--- src/rtl/multicycle_control.sv ---
// Multi-cycle MIPS control FSM: fetch/decode/execute/memory/writeback sequencing.
// Optional MC_TIMEOUT_EN adds a memory-wait watchdog that traps after MEM_TIMEOUT cycles.
module multicycle_control #(
   parameter int RET_W       = 32,
   parameter int MEM_TIMEOUT = 15
) (
   input  logic             clk,
   input  logic             rst_n,
   input  logic [5:0]       opcode,
   input  logic [5:0]       funct,
   input  logic             mem_ready,
   input  logic             zero,
   output logic             pc_write,
   output logic             pc_write_cond,
   output logic [1:0]       pc_source,
   output logic             ir_write,
   output logic [1:0]       mem_read,
   output logic [1:0]       mem_write,
   output logic [1:0]       reg_dst,
   output logic [1:0]       mem_to_reg,
   output logic             alu_src_a,
   output logic [1:0]       alu_src_b,
   output logic [3:0]       alu_op,
   output logic             reg_write,
   output logic             inm,
   output logic             neg_zero,
   output logic [3:0]       state,
   output logic             illegal,
   output logic [RET_W-1:0] retired
);

   typedef enum logic [3:0] {
      S_FETCH   = 4'd0,
      S_DECODE  = 4'd1,
      S_EXEC_R  = 4'd2,
      S_EXEC_I  = 4'd3,
      S_ALUWB   = 4'd4,
      S_MEMADDR = 4'd5,
      S_MEMRD   = 4'd6,
      S_MEMWB   = 4'd7,
      S_MEMWR   = 4'd8,
      S_BRANCH  = 4'd9,
      S_JUMP    = 4'd10,
      S_TRAP    = 4'd11
   } state_t;

   localparam logic [3:0] ALU_AND = 4'b0000;
   localparam logic [3:0] ALU_OR  = 4'b0001;
   localparam logic [3:0] ALU_ADD = 4'b0010;
   localparam logic [3:0] ALU_SUB = 4'b0110;
   localparam logic [3:0] ALU_SLT = 4'b0111;
   localparam logic [3:0] ALU_LUI = 4'b1000;

   state_t           state_q, state_d;
   logic             illegal_q, illegal_d;
   logic [RET_W-1:0] retired_q, retired_d;

   logic       is_r, is_imm, is_load, is_store;
   logic       is_br, is_jmp, is_bne, is_jal;
   logic       r_ok, is_jr;
   logic [3:0] i_alu_op, r_alu_op;
   logic [1:0] mem_size;

   always_comb begin
      is_r     = (opcode == 6'b000000);
      is_bne   = (opcode == 6'b000101);
      is_jal   = (opcode == 6'b000011);
      is_imm   = 1'b0;
      is_load  = 1'b0;
      is_store = 1'b0;
      is_br    = 1'b0;
      is_jmp   = 1'b0;
      i_alu_op = ALU_ADD;
      mem_size = 2'd0;
      case (opcode)
         6'b001000: begin is_imm = 1'b1; i_alu_op = ALU_ADD; end
         6'b001100: begin is_imm = 1'b1; i_alu_op = ALU_AND; end
         6'b001101: begin is_imm = 1'b1; i_alu_op = ALU_OR;  end
         6'b001010: begin is_imm = 1'b1; i_alu_op = ALU_SLT; end
         6'b001111: begin is_imm = 1'b1; i_alu_op = ALU_LUI; end
         6'b100000: begin is_load  = 1'b1; mem_size = 2'd1; end
         6'b100001: begin is_load  = 1'b1; mem_size = 2'd2; end
         6'b100011: begin is_load  = 1'b1; mem_size = 2'd3; end
         6'b101000: begin is_store = 1'b1; mem_size = 2'd1; end
         6'b101001: begin is_store = 1'b1; mem_size = 2'd2; end
         6'b101011: begin is_store = 1'b1; mem_size = 2'd3; end
         6'b000100,
         6'b000101: is_br  = 1'b1;
         6'b000010,
         6'b000011: is_jmp = 1'b1;
         default:   ;
      endcase
   end

   always_comb begin
      r_ok     = 1'b1;
      is_jr    = 1'b0;
      r_alu_op = ALU_AND;
      case (funct)
         6'b100000: r_alu_op = ALU_ADD;
         6'b100010: r_alu_op = ALU_SUB;
         6'b100100: r_alu_op = ALU_AND;
         6'b100101: r_alu_op = ALU_OR;
         6'b101010: r_alu_op = ALU_SLT;
         6'b001000: begin is_jr = 1'b1; r_ok = 1'b0; end
         default:   r_ok = 1'b0;
      endcase
   end

`ifdef MC_TIMEOUT_EN
   localparam int WW = $clog2(MEM_TIMEOUT + 1);
   logic [WW-1:0] wait_q, wait_d;
   logic          waiting, timeout;

   always_comb begin
      waiting = (state_q == S_FETCH) || (state_q == S_MEMRD) ||
                (state_q == S_MEMWR);
      timeout = waiting && !mem_ready &&
                (wait_q == WW'(MEM_TIMEOUT - 1));
   end
`endif

   always_comb begin
      state_d = state_q;
      unique case (state_q)
         S_FETCH:   if (mem_ready) state_d = S_DECODE;
         S_DECODE: begin
            unique case (1'b1)
               is_r:               state_d = S_EXEC_R;
               is_imm:             state_d = S_EXEC_I;
               is_load | is_store: state_d = S_MEMADDR;
               is_br:              state_d = S_BRANCH;
               is_jmp:             state_d = S_JUMP;
               default:            state_d = S_TRAP;
            endcase
         end
         S_EXEC_R: begin
            if (is_jr)     state_d = S_FETCH;
            else if (r_ok) state_d = S_ALUWB;
            else           state_d = S_TRAP;
         end
         S_EXEC_I:  state_d = S_ALUWB;
         S_ALUWB:   state_d = S_FETCH;
         S_MEMADDR: state_d = is_load ? S_MEMRD : S_MEMWR;
         S_MEMRD:   if (mem_ready) state_d = S_MEMWB;
         S_MEMWB:   state_d = S_FETCH;
         S_MEMWR:   if (mem_ready) state_d = S_FETCH;
         S_BRANCH:  state_d = S_FETCH;
         S_JUMP:    state_d = S_FETCH;
         S_TRAP:    state_d = S_TRAP;
         default:   state_d = S_TRAP;
      endcase
`ifdef MC_TIMEOUT_EN
      if (timeout) state_d = S_TRAP;
      if (state_d != state_q) wait_d = '0;
      else if (waiting)       wait_d = wait_q + WW'(1);
      else                    wait_d = '0;
`endif
      // an instruction retires whenever control returns to FETCH
      retired_d = retired_q;
      if (state_d == S_FETCH && state_q != S_FETCH)
         retired_d = retired_q + RET_W'(1);
      illegal_d = illegal_q | (state_d == S_TRAP);
   end

   always_ff @(posedge clk) begin
      if (!rst_n) begin
         state_q   <= S_FETCH;
         retired_q <= '0;
         illegal_q <= 1'b0;
      end else begin
         state_q   <= state_d;
         retired_q <= retired_d;
         illegal_q <= illegal_d;
      end
   end

`ifdef MC_TIMEOUT_EN
   always_ff @(posedge clk) begin
      if (!rst_n) wait_q <= '0;
      else        wait_q <= wait_d;
   end
`endif

   always_comb begin
      pc_write      = 1'b0;
      pc_write_cond = 1'b0;
      pc_source     = 2'd0;
      ir_write      = 1'b0;
      mem_read      = 2'd0;
      mem_write     = 2'd0;
      reg_dst       = 2'd0;
      mem_to_reg    = 2'd0;
      alu_src_a     = 1'b0;
      alu_src_b     = 2'd0;
      alu_op        = ALU_AND;
      reg_write     = 1'b0;
      inm           = 1'b0;
      neg_zero      = 1'b0;
      unique case (state_q)
         S_FETCH: begin
            mem_read  = 2'd3;
            alu_src_b = 2'd1;
            alu_op    = ALU_ADD;
            ir_write  = mem_ready;
            pc_write  = mem_ready;
         end
         S_DECODE: begin
            alu_src_b = 2'd3;
            alu_op    = ALU_ADD;
         end
         S_EXEC_R: begin
            if (is_jr) begin
               pc_source = 2'd3;
               pc_write  = 1'b1;
            end else begin
               alu_src_a = 1'b1;
               alu_op    = r_alu_op;
            end
         end
         S_EXEC_I: begin
            alu_src_a = 1'b1;
            alu_src_b = 2'd2;
            alu_op    = i_alu_op;
            inm       = 1'b1;
         end
         S_ALUWB: begin
            reg_write = 1'b1;
            reg_dst   = is_r ? 2'd1 : 2'd0;
         end
         S_MEMADDR: begin
            alu_src_a = 1'b1;
            alu_src_b = 2'd2;
            alu_op    = ALU_ADD;
            inm       = 1'b1;
         end
         S_MEMRD: mem_read = mem_size;
         S_MEMWB: begin
            reg_write  = 1'b1;
            mem_to_reg = 2'd1;
         end
         S_MEMWR: mem_write = mem_size;
         S_BRANCH: begin
            alu_src_a     = 1'b1;
            alu_op        = ALU_SUB;
            pc_source     = 2'd1;
            neg_zero      = is_bne;
            pc_write_cond = zero ^ is_bne;
         end
         S_JUMP: begin
            pc_source = 2'd2;
            pc_write  = 1'b1;
            if (is_jal) begin
               reg_write  = 1'b1;
               reg_dst    = 2'd2;
               mem_to_reg = 2'd2;
            end
         end
         S_TRAP:  ;
         default: ;
      endcase
      if (!rst_n) begin
         {pc_write, pc_write_cond, pc_source, ir_write} = '0;
         {mem_read, mem_write, reg_dst, mem_to_reg}     = '0;
         {alu_src_a, alu_src_b, alu_op}                 = '0;
         {reg_write, inm, neg_zero}                     = '0;
      end
   end

   assign state   = rst_n ? state_q : 4'd0;
   assign illegal = rst_n & illegal_q;
   assign retired = rst_n ? retired_q : '0;

endmodule

--- config.mk ---
export PLATFORM = sky130hd
export DESIGN_NAME = multicycle_control
export DESIGN_NICKNAME = d
export VERILOG_FILES = /design/src/rtl/multicycle_control.sv
export SDC_FILE = /design/constraint.sdc
export NUM_CORES = 1
export LEC_CHECK = 0
export BUFFER_PORTS_ARGS = -buffer_cell sky130_fd_sc_hd__buf_2
export CAP_MARGIN = 25
export CORE_MARGIN = 4
export CORE_UTILIZATION = 54
export CTS_BUF_LIST = sky130_fd_sc_hd__clkbuf_4 sky130_fd_sc_hd__clkbuf_8 sky130_fd_sc_hd__clkbuf_16
export DETAILED_ROUTE_END_ITERATION = 10
export MAX_ROUTING_LAYER = met4
export PLACE_DENSITY_LB_ADDON = 0.12
export SYNTH_ARGS = -nofsm -noshare
export SYNTH_HDL_FRONTEND = slang
export SYNTH_SLANG_ARGS = --single-unit
--- constraint.sdc ---
create_clock -name clk -period 2.8 [get_ports clk]
set_clock_uncertainty 0.05 [all_clocks]
set_input_delay 0.56 -clock clk [delete_from_list [all_inputs] [get_ports clk]]
set_output_delay 0.56 -clock clk [all_outputs]
set_load 0.01 [all_outputs]
==> flow_summary_export.csv, run 1 <==
group,metric,value,unit
clock_network,h-tree-depth,2,
critical_path,worstPathArrival,2.03,ns
global_routing,grt_pass1_wl,13600,µm
synth,syn_avg_cell_area,7.72,µm²
global_routing,use_met3,3.95,%
routing,drt_iter0_drc,221,
critical_path,slowest_delay,0.61,ns
floorplanning,die_h,81.8,µm
critical_path,rr_startpoint,"state_q[3]",
cells_and_area,antennaDiodeCount,0,
global_routing,busiest_layer,"met2",
synth,ys_types,59,
global_routing,use_met2,44.2,%
timing,fmax,379,MHz
critical_path,path_cells,"nand2_1 > or4_2 > o21ai_1 > o31a_1 > buf_2",
critical_path,rr_worst_depth,8,
global_routing,track_usage,26.1,%
job,maxCapViolations,0,
global_routing,grt_pass1_vias,2986,
power,p_switching,1.01,mW
power,p_clk_share,18.6,%
timing,finalHoldViolations,0,
critical_path,path_buf_inv,1,
routing,antenna_left,0,
placement,place_area,0.00347,mm²
critical_path,cp-end-kind,"output pin",
hold_path,hp-class,"register to register",
clock_network,clock-root-buffer,"clkbuf_8",
cells_and_area,fin_area,0.00360,mm²
power,p_leak,1.65,nW
critical_path,cp_max_fo,12,
critical_path,cp.required,2.19,ns
synth,synth_nets,398,
synth,syn_inst,381,
critical_path,start_kind,"register",
timing,tightest_slew,0.633,ns
clock_network,clockBufferDepth,2,
clock_network,cts_sinks,37,
global_routing,grtUsageMet1,31.7,%
timing,setup_violations,0,
critical_path,crit_path_start,"state_q[0]",
timing,slew_viol_final,0,
timing,period_needed,2.64,ns
hold_path,worstHoldStart,"illegal_q",
synth,synth-seq-cells,37,
power,pwr_density_cell,639,mW/mm²
synth,synthFlopType,"dfxtp_1",
critical_path,crit_family,"simple AND/OR/NAND/NOR gates",
synth,ys.warnings.count,0,
cells_and_area,drive_gt1_share,35.4,%
routing,drc,0,
synth,syn-cell-area,0.00294,mm²
global_routing,antenna_found_initial,0,
routing,postRouteWirelength,8300,µm
synth,async_flop_share,0,%
floorplanning,ios,76,
clock_network,path_clk_slew,0.07,ns
placement,dp_hpwl,6370,µm
global_routing,grt_max_degree,29,
power,switching_share,44.0,%
timing,rsz0062_at_grt,"false",
global_routing,grt_overflow,0,
clock_network,clk_latency,0.29,ns
timing,slew-limit-headroom,57.7,%
power,ir_worst_vdd,0.492,mV
floorplanning,die_area,0.00669,mm²
floorplanning,num_rows,26,
routing,via_count,3167,
clock_network,cts_tree,"yes",
timing,fin_setup_tns,0,ns
power,power.internal,1.29,mW
clock_network,hold_buffers,0,
routing,firstDrtPassIters,4,
floorplanning,start_util,56.5,%
critical_path,crit_type,"register to output pin",
placement,gp_congestion,0.930,
floorplanning,die_w,81.8,µm
routing,wire_per_inst,15.4,µm
status,status,"finished, final reports clean",
cells_and_area,area_growth,22.3,%
timing,min_period_over_period,94.3,%
power,p_comb_share,54.4,%
routing,via_per_inst,5.88,
synth,synth_seq_area_share,25.2,%
power,p_seq_share,27.0,%
placement,port_buffers,75,
floorplanning,coreArea,0.00520,mm²
critical_path,cp.depth,5,
cells_and_area,fin_nets,485,
clock_network,numCtsBuffers,5,
synth,synth_edf_count,0,
hold_path,hold_path_depth,2,
critical_path,crit_path_top_delay_cell,"or4_2",
-- cell usage in the layout (no fill, tap or decap), drive strengths merged, types with 7 or more instances in the layout --
master / Yosys / routed
nand4: 12 / 12
clkbuf: 13 / 7
a21oi: 11 / 11
mux2: 29 / 29
nor2: 49 / 49
nand2b: 9 / 9
buf: 13 / 106
nand3: 29 / 29
o21ai: 7 / 7
dfxtp: 37 / 37
and2: 38 / 38
and3: 9 / 9
nor4: 9 / 9
nand2: 23 / 23
nor3: 31 / 31
-- metrics by stage --
step	cells	util (%)	hold WS [ns]	worst slack [ns]	power, mW
CTS	539	68.8	0.494	0.0341	2.27
global route	539	69.1	0.531	0.00904	2.43
floorplan	381	-	0.425	0.210	1.44
detailed placement	531	66.7	0.476	0.0300	1.85
finish	539	69.1	0.495	0.160	2.30
global placement	530	66.6	0.464	0.0484	1.83
-- what timing repair did --
action,CTS,global route
hold endpoints to repair,0,0
resized for setup,1,6
buffers inserted,0,0
setup endpoints to repair,2,7
-- power by group through the flow --
stage / Sequential [mW] / Combinational, mW / Clock [mW]
after floorplan: 0.581 / 0.856 / 0
after global placement: 0.623 / 1.21 / 0
after detailed placement: 0.625 / 1.22 / 0
after CTS: 0.615 / 1.23 / 0.432
after global routing: 0.628 / 1.34 / 0.459
final: 0.622 / 1.25 / 0.427
-- cell type report --
class | instances | area [µm²]
multi-input cells | 313 | 2030
flip-flops and latches | 37 | 742
well taps | 70 | 87.6
clock buffers | 7 | 96.3
repair buffers | 106 | 618
inverters | 5 | 18.8
clock inverters | 1 | 8.76
fillers | 474 | 1610
-- registers in the layout, summed over array words and instances, names as in the netlist --
signal,cells
illegal_q,1
state_q,4
retired_q,32
-- synth_stat cells (2+ instances only) --
cell type,number,area share (%)
a2111oi_0,2,0.60
a21oi_1,11,1.9
a31oi_1,3,0.64
and2_1,37,7.9
and3_1,9,1.9
and4_1,4,1.2
buf_2,3,0.51
buf_4,3,0.77
buf_6,7,2.7
clkbuf_1,11,1.4
clkbuf_8,2,0.94
dfxtp_1,37,25
inv_1,5,0.64
mux2_2,28,11
mux2i_1,2,0.68
nand2_1,23,2.9
nand2b_1,7,1.5
nand3_1,28,4.8
nand4_1,12,2.6
nor2_1,49,6.3
nor2b_1,3,0.64
nor3_1,31,5.3
nor4_1,7,1.5
nor4_2,2,0.85
nor4b_1,3,0.89
o21a_1,2,0.51
o21ai_0,7,1.2
o31ai_1,4,1.0
or2_2,3,0.64
or3_1,3,0.64
or4_1,3,0.77
or4_2,2,0.60
xor2_1,2,0.60
-- tightest hold or removal path: stages, from the launching register on --
cell	delay, ns
dfxtp_1	0.31
and2_1	0.13
a21o_1	0.08
-- worst paths after layout --
check        slack, ns             to
max               0.16      alu_op[1]
min               0.49      illegal_q
max reg2reg       0.21  retired_q[22]
min reg2reg       0.49      illegal_q
-- routing by layer --
metal	routed length (µm)	share of wire (%)
met3	413	5.0
met4	114	1.4
met5	0	0
met1	3670	44
met2	4100	49
-- logic make-up after synthesis --
kind of cell / count (synthesis) / share of synthesized area [%]
DFF: 37 / 25.2
and+or+nand+nor: 238 / 45.2
adders and majority gates: 1 / 0.425
buffers and inverters: 31 / 6.93
xor gates and xnor gates: 3 / 0.893
muxes: 31 / 11.8
AOI/OAI and AO/OA: 40 / 9.61
No activity file was read; power rests on OpenSTA's default activity.
==> run 2, diff against run 1 <==
--- a/config.mk
+++ b/config.mk
@@ -7,8 +7,9 @@
 export LEC_CHECK = 0
 export BUFFER_PORTS_ARGS = -buffer_cell sky130_fd_sc_hd__buf_2
 export CAP_MARGIN = 25
+export CORE_ASPECT_RATIO = 1.4
 export CORE_MARGIN = 4
-export CORE_UTILIZATION = 54
+export CORE_UTILIZATION = 55
 export CTS_BUF_LIST = sky130_fd_sc_hd__clkbuf_4 sky130_fd_sc_hd__clkbuf_8 sky130_fd_sc_hd__clkbuf_16
 export DETAILED_ROUTE_END_ITERATION = 10
 export MAX_ROUTING_LAYER = met4
==> constraint.sdc (replaced) <==
create_clock -name clk -period 3.25 [get_ports clk]
set_clock_uncertainty 0.05 [all_clocks]
set_input_delay 0.65 -clock clk [delete_from_list [all_inputs] [get_ports clk]]
set_output_delay 0.65 -clock clk [all_outputs]
set_load 0.01 [all_outputs]
==> run 2 against run 1 <==
  * Critical path depth increased by 1
  * Clock power decreased by 23%
  * Design area down 5.0%
  * Non-clock buffer count shrank 17
  * Clock-buffer cell count is the same
  * Power shrank 23%
  * Register-to-register slack improved by 0.34 ns
  * First-iteration DRC count grew 5.9%
  * Final cell count decreased by 4.1%
  * Via count decreased by 1.7%
  * Setup slack lost 0.0054 ns
  * Wire length decreased by 2.2%
  * Highest routed layer unchanged
==> flow_summary_export.csv, run 2 (synthesized netlist as in run 1, its figures left out) <==
group,metric,value,unit
global_routing,grt_pass1_wl,13200,µm
timing,slew-limit-headroom,54.5,%
routing,via_count,3113,
placement,place_area,0.00333,mm²
placement,port_buffers,75,
timing,rsz0062_at_grt,"false",
cells_and_area,final_common_cell,"buf_2",
critical_path,worstPathArrival,2.40,ns
clock_network,numCtsBuffers,5,
critical_path,start_kind,"register",
cells_and_area,fin_nets,468,
cells_and_area,ff_latch_area,741,µm²
clock_network,clk_latency,0.28,ns
timing,finalHoldViolations,0,
critical_path,crit_type,"register to output pin",
critical_path,cp.required,2.55,ns
clock_network,path_clk_slew,0.07,ns
cells_and_area,drive_gt1_share,31.7,%
floorplanning,die_area,0.00660,mm²
power,pwr_density_cell,520,mW/mm²
routing,drt_iter0_drc,234,
floorplanning,die_h,94.5,µm
power,p_leak,1.55,nW
power,ir_worst_vdd,0.370,mV
cells_and_area,area_growth,16.2,%
placement,pre_cts_ws,0.269,ns
floorplanning,ios,76,
clock_network,clockBufferDepth,2,
timing,period_needed,3.10,ns
cells_and_area,fin_area,0.00342,mm²
floorplanning,coreArea,0.00520,mm²
global_routing,grt_overflow,0,
routing,wire_per_inst,15.7,µm
global_routing,antenna_found_initial,0,
routing,firstDrtPassIters,5,
timing,worst_slack,0.155,ns
timing,slew_viol_final,0,
timing,fin_setup_tns,0,ns
status,status,"finished, final reports clean",
floorplanning,num_rows,31,
cells_and_area,largest-register,"retired_q",
clock_network,post-cts-setup-buffers,0,
floorplanning,start_util,56.6,%
clock_network,h-tree-depth,2,
cells_and_area,instances_no_fill,517,
global_routing,grt_max_degree,30,
job,maxCapViolations,0,
placement,gp_congestion,0.906,
routing,postRouteWirelength,8110,µm
clock_network,hold_buffers,0,
critical_path,crit_family,"simple AND/OR/NAND/NOR gates",
clock_network,cts_sinks,37,
timing,fmax,323,MHz
cells_and_area,largest_reg_flops,32,
cells_and_area,multi_input_area,0.00201,mm²
critical_path,regToRegSetupSlack,0.55,ns
routing,antenna_left,0,
timing,setup_violations,0,
routing,drc,0,
cells_and_area,fillers,488,
global_routing,track_usage,24.5,%
timing,tightest_slew,0.677,ns
hold_path,hp-class,"register to register",
critical_path,slowest_delay,0.53,ns
placement,dp.cells,510,
clock_network,cts_tree,"yes",
clock_network,clock-root-buffer,"clkbuf_8",
cells_and_area,final_cell_mix,"buf_2, nor2_1, and2_1, dfxtp_1, nor3_1",
critical_path,crit_path_top_delay_cell,"or4_2",
timing,min_period_over_period,95.2,%
critical_path,path_cells,"nor2_1 > nand2_1 > or4_2 > o21ai_0 > o31a_1 > buf_2",
cells_and_area,antennaDiodeCount,0,
routing,via_per_inst,6.02,
placement,dp_hpwl,6020,µm
critical_path,cp-end-kind,"output pin",
critical_path,path_buf_inv,1,
critical_path,cp_max_fo,18,
timing,hold_ws,0.487,ns
global_routing,grt_pass1_vias,2928,
cells_and_area,top_regs,"retired_q (32), state_q (4), illegal_q (1)",
clock_network,ctsResizeCount,0,
floorplanning,die_w,69.8,µm
-- run 2: through the flow --
stage,power [mW],util [%]
6_report,1.78,65.8
5_1_grt,1.89,65.8
4_1_cts,1.78,65.8
3_5_place_dp,1.44,64.1
3_3_place_gp,1.43,64.1
2_1_floorplan,1.24,-
-- run 2: routing by layer --
layer / vias to the layer above / GRT usage [%] / routed length [µm]
li1: 1524 / - / -
met1: 1432 / 26.5 / 3200
met2: 129 / 44.3 / 4200
met3: 28 / 3.30 / 474
met4: 0 / 11.5 / 238
met5: - / - / 0
-- run 2: layout make-up --
type / instances / share of cell area, %
Multi-Input combinational cell: 313 / 58.7
Sequential cell: 37 / 21.7
Timing Repair Buffer: 89 / 14.1
Clock buffer: 7 / 2.63
Tap cell: 66 / 2.41
Inverter: 5 / 0.549
-- run 2: worst paths after layout --
| check | startpoint | to | cells after the start |
|---|---|---|---|
| max | state_q[3] | alu_op[1] | 6 |
| max reg2reg | state_q[3] | retired_q[7] | 7 |
| min | retired_q[1] | retired_q[1] | 2 |
| min reg2reg | retired_q[1] | retired_q[1] | 2 |
-- run 2: worst reg2reg max path, cell delays in order, from the launching register on --
cell	delay [ns]
dfxtp_1	0.71
or3_1	0.19
a31oi_1	0.06
a31oi_2	0.38
o311ai_4	0.27
buf_4	0.25
nor4_1	0.32
mux2_2	0.37
-- run 2: report_power, final --
group          internal, mW  switching, mW  leakage (nW)
registers             0.479         0.0695         0.299
clock network         0.177          0.153        0.0477
logic                 0.317          0.583          1.20
==> run 3, diff against run 2 <==
==> constraint.sdc (replaced) <==
create_clock -name clk -period 3.25 [get_ports clk]
set_clock_uncertainty 0.05 [all_clocks]
set_input_delay 0.325 -clock clk [delete_from_list [all_inputs] [get_ports clk]]
set_output_delay 0.325 -clock clk [all_outputs]
set_load 0.01 [all_outputs]
==> run 3 against run 2 <==
  * Sequential share of layout area rose by 0.11 points
  * Fmax increased by 5.8%
  * Global-route usage decreased by 1.2 points
  * Critical path depth decreased by 1
  * First-iteration DRC count decreased by 3.4%
  * Design area is 0.51% lower
  * Combinational power up 1%
  * Critical endpoint unchanged
  * Largest power group unchanged
==> flow_summary_export.csv, run 3 (synthesized netlist as in run 1, its figures left out) <==
group,metric,value,unit
floorplanning,start_util,56.6,%
job,maxCapViolations,0,
global_routing,track_usage,23.4,%
critical_path,start_kind,"register",
cells_and_area,largest_reg_flops,32,
status,status,"finished, final reports clean",
placement,pre_cts_ws,0.389,ns
timing,slew_viol_final,0,
clock_network,cts_tree,"yes",
routing,drt_iter0_drc,226,
routing,via_count,3065,
cells_and_area,top_regs,"retired_q (32), state_q (4), illegal_q (1)",
clock_network,clockBufferDepth,2,
timing,slew-limit-headroom,35.9,%
global_routing,antenna_found_initial,0,
global_routing,grt_max_degree,48,
floorplanning,die_h,94.5,µm
clock_network,numCtsBuffers,5,
clock_network,cts_sinks,37,
timing,min_period_over_period,90.1,%
critical_path,cp-end-kind,"output pin",
global_routing,grt_pass1_wl,12500,µm
clock_network,ctsResizeCount,0,
cells_and_area,post-route-util,65.5,%
cells_and_area,fin_nets,465,
cells_and_area,drive_gt1_share,31.4,%
timing,setup_violations,0,
placement,port_buffers,75,
timing,worst_slack,0.323,ns
cells_and_area,instances_no_fill,515,
timing,hold_ws,0.478,ns
critical_path,rr_worst_depth,6,
timing,tightest_slew,0.949,ns
placement,gp_congestion,0.886,
placement,dp_hpwl,5780,µm
critical_path,cp-endpoint,"alu_op[1]",
routing,antenna_left,0,
routing,postRouteWirelength,7690,µm
critical_path,rr_startpoint,"state_q[0]",
critical_path,crit_type,"register to output pin",
hold_path,hp-class,"register to register",
cells_and_area,largest-register,"retired_q",
cells_and_area,fin_area,0.00340,mm²
clock_network,path_clk_slew,0.07,ns
critical_path,cp.required,2.87,ns
timing,finalHoldViolations,0,
floorplanning,die_w,69.8,µm
cells_and_area,fillers,476,
placement,place_area,0.00331,mm²
timing,period_needed,2.93,ns
clock_network,clock-root-buffer,"clkbuf_8",
placement,dp.cells,507,
power,pwr_density_cell,526,mW/mm²
routing,via_per_inst,5.95,
cells_and_area,final_common_cell,"buf_2",
global_routing,grt_overflow,0,
routing,wire_per_inst,14.9,µm
timing,fmax,342,MHz
floorplanning,ios,76,
global_routing,grt_pass1_vias,2774,
power,total_power,1.79,mW
critical_path,crit_path_start,"state_q[0]",
floorplanning,coreArea,0.00520,mm²
critical_path,worstPathArrival,2.55,ns
floorplanning,num_rows,31,
timing,rsz0062_at_grt,"false",
power,p_leak,1.54,nW
clock_network,hold_buffers,0,
critical_path,r2r-end,"retired_q[14]",
routing,drc,0,
floorplanning,die_area,0.00660,mm²
routing,firstDrtPassIters,4,
power,ir_worst_vdd,0.455,mV
critical_path,regToRegSetupSlack,0.32,ns
clock_network,clk_latency,0.28,ns
clock_network,post-cts-setup-buffers,0,
cells_and_area,final_cell_mix,"buf_2, nor2_1, and2_1, dfxtp_1, nor3_1",
timing,fin_setup_tns,0,ns
clock_network,h-tree-depth,2,
cells_and_area,antennaDiodeCount,0,
critical_path,cp_max_fo,21,
cells_and_area,area_growth,15.7,%
run 3: worst min-delay path by stage:
stage | startpoint | to | slack [ns] | cells past startpoint
2_1_floorplan | retired_q[9] | retired_q[9] | 0.42 | 2
3_3_place_gp | retired_q[16] | retired_q[16] | 0.46 | 2
3_5_place_dp | retired_q[9] | retired_q[9] | 0.47 | 2
4_1_cts | retired_q[9] | retired_q[9] | 0.48 | 2
5_1_grt | retired_q[9] | retired_q[9] | 0.50 | 2
6_report | retired_q[9] | retired_q[9] | 0.48 | 2
run 3: layout make-up:
type,count,area [µm²],area share (%)
multi-input combinational,313,2010,59.0
sequential,37,741,21.8
timing repair buffer,86,462,13.6
clock buffer,8,91.3,2.68
tap,66,82.6,2.43
inverter,5,18.8,0.552
run 3: per-layer routing:
layer	vias to the layer above	share of wire, %	global-route usage (%)
met5	-	0	-
met4	0	2.4	10.5
met3	17	5.9	2.77
met2	104	52	40.6
met1	1428	40	26.9
li1	1516	-	-
run 3: worst max-delay path, cell delays in order, from the launching register on:
cell	delay, ns
dfxtp_1	0.75
nand2_1	0.31
or4_2	0.68
o21ai_0	0.24
o31a_1	0.17
buf_2	0.13
run 3: power by group:
group | internal [mW] | switching, mW | leakage (nW)
Sequential | 0.479 | 0.0689 | 0.299
Combinational | 0.320 | 0.590 | 1.19
Clock | 0.177 | 0.153 | 0.0498
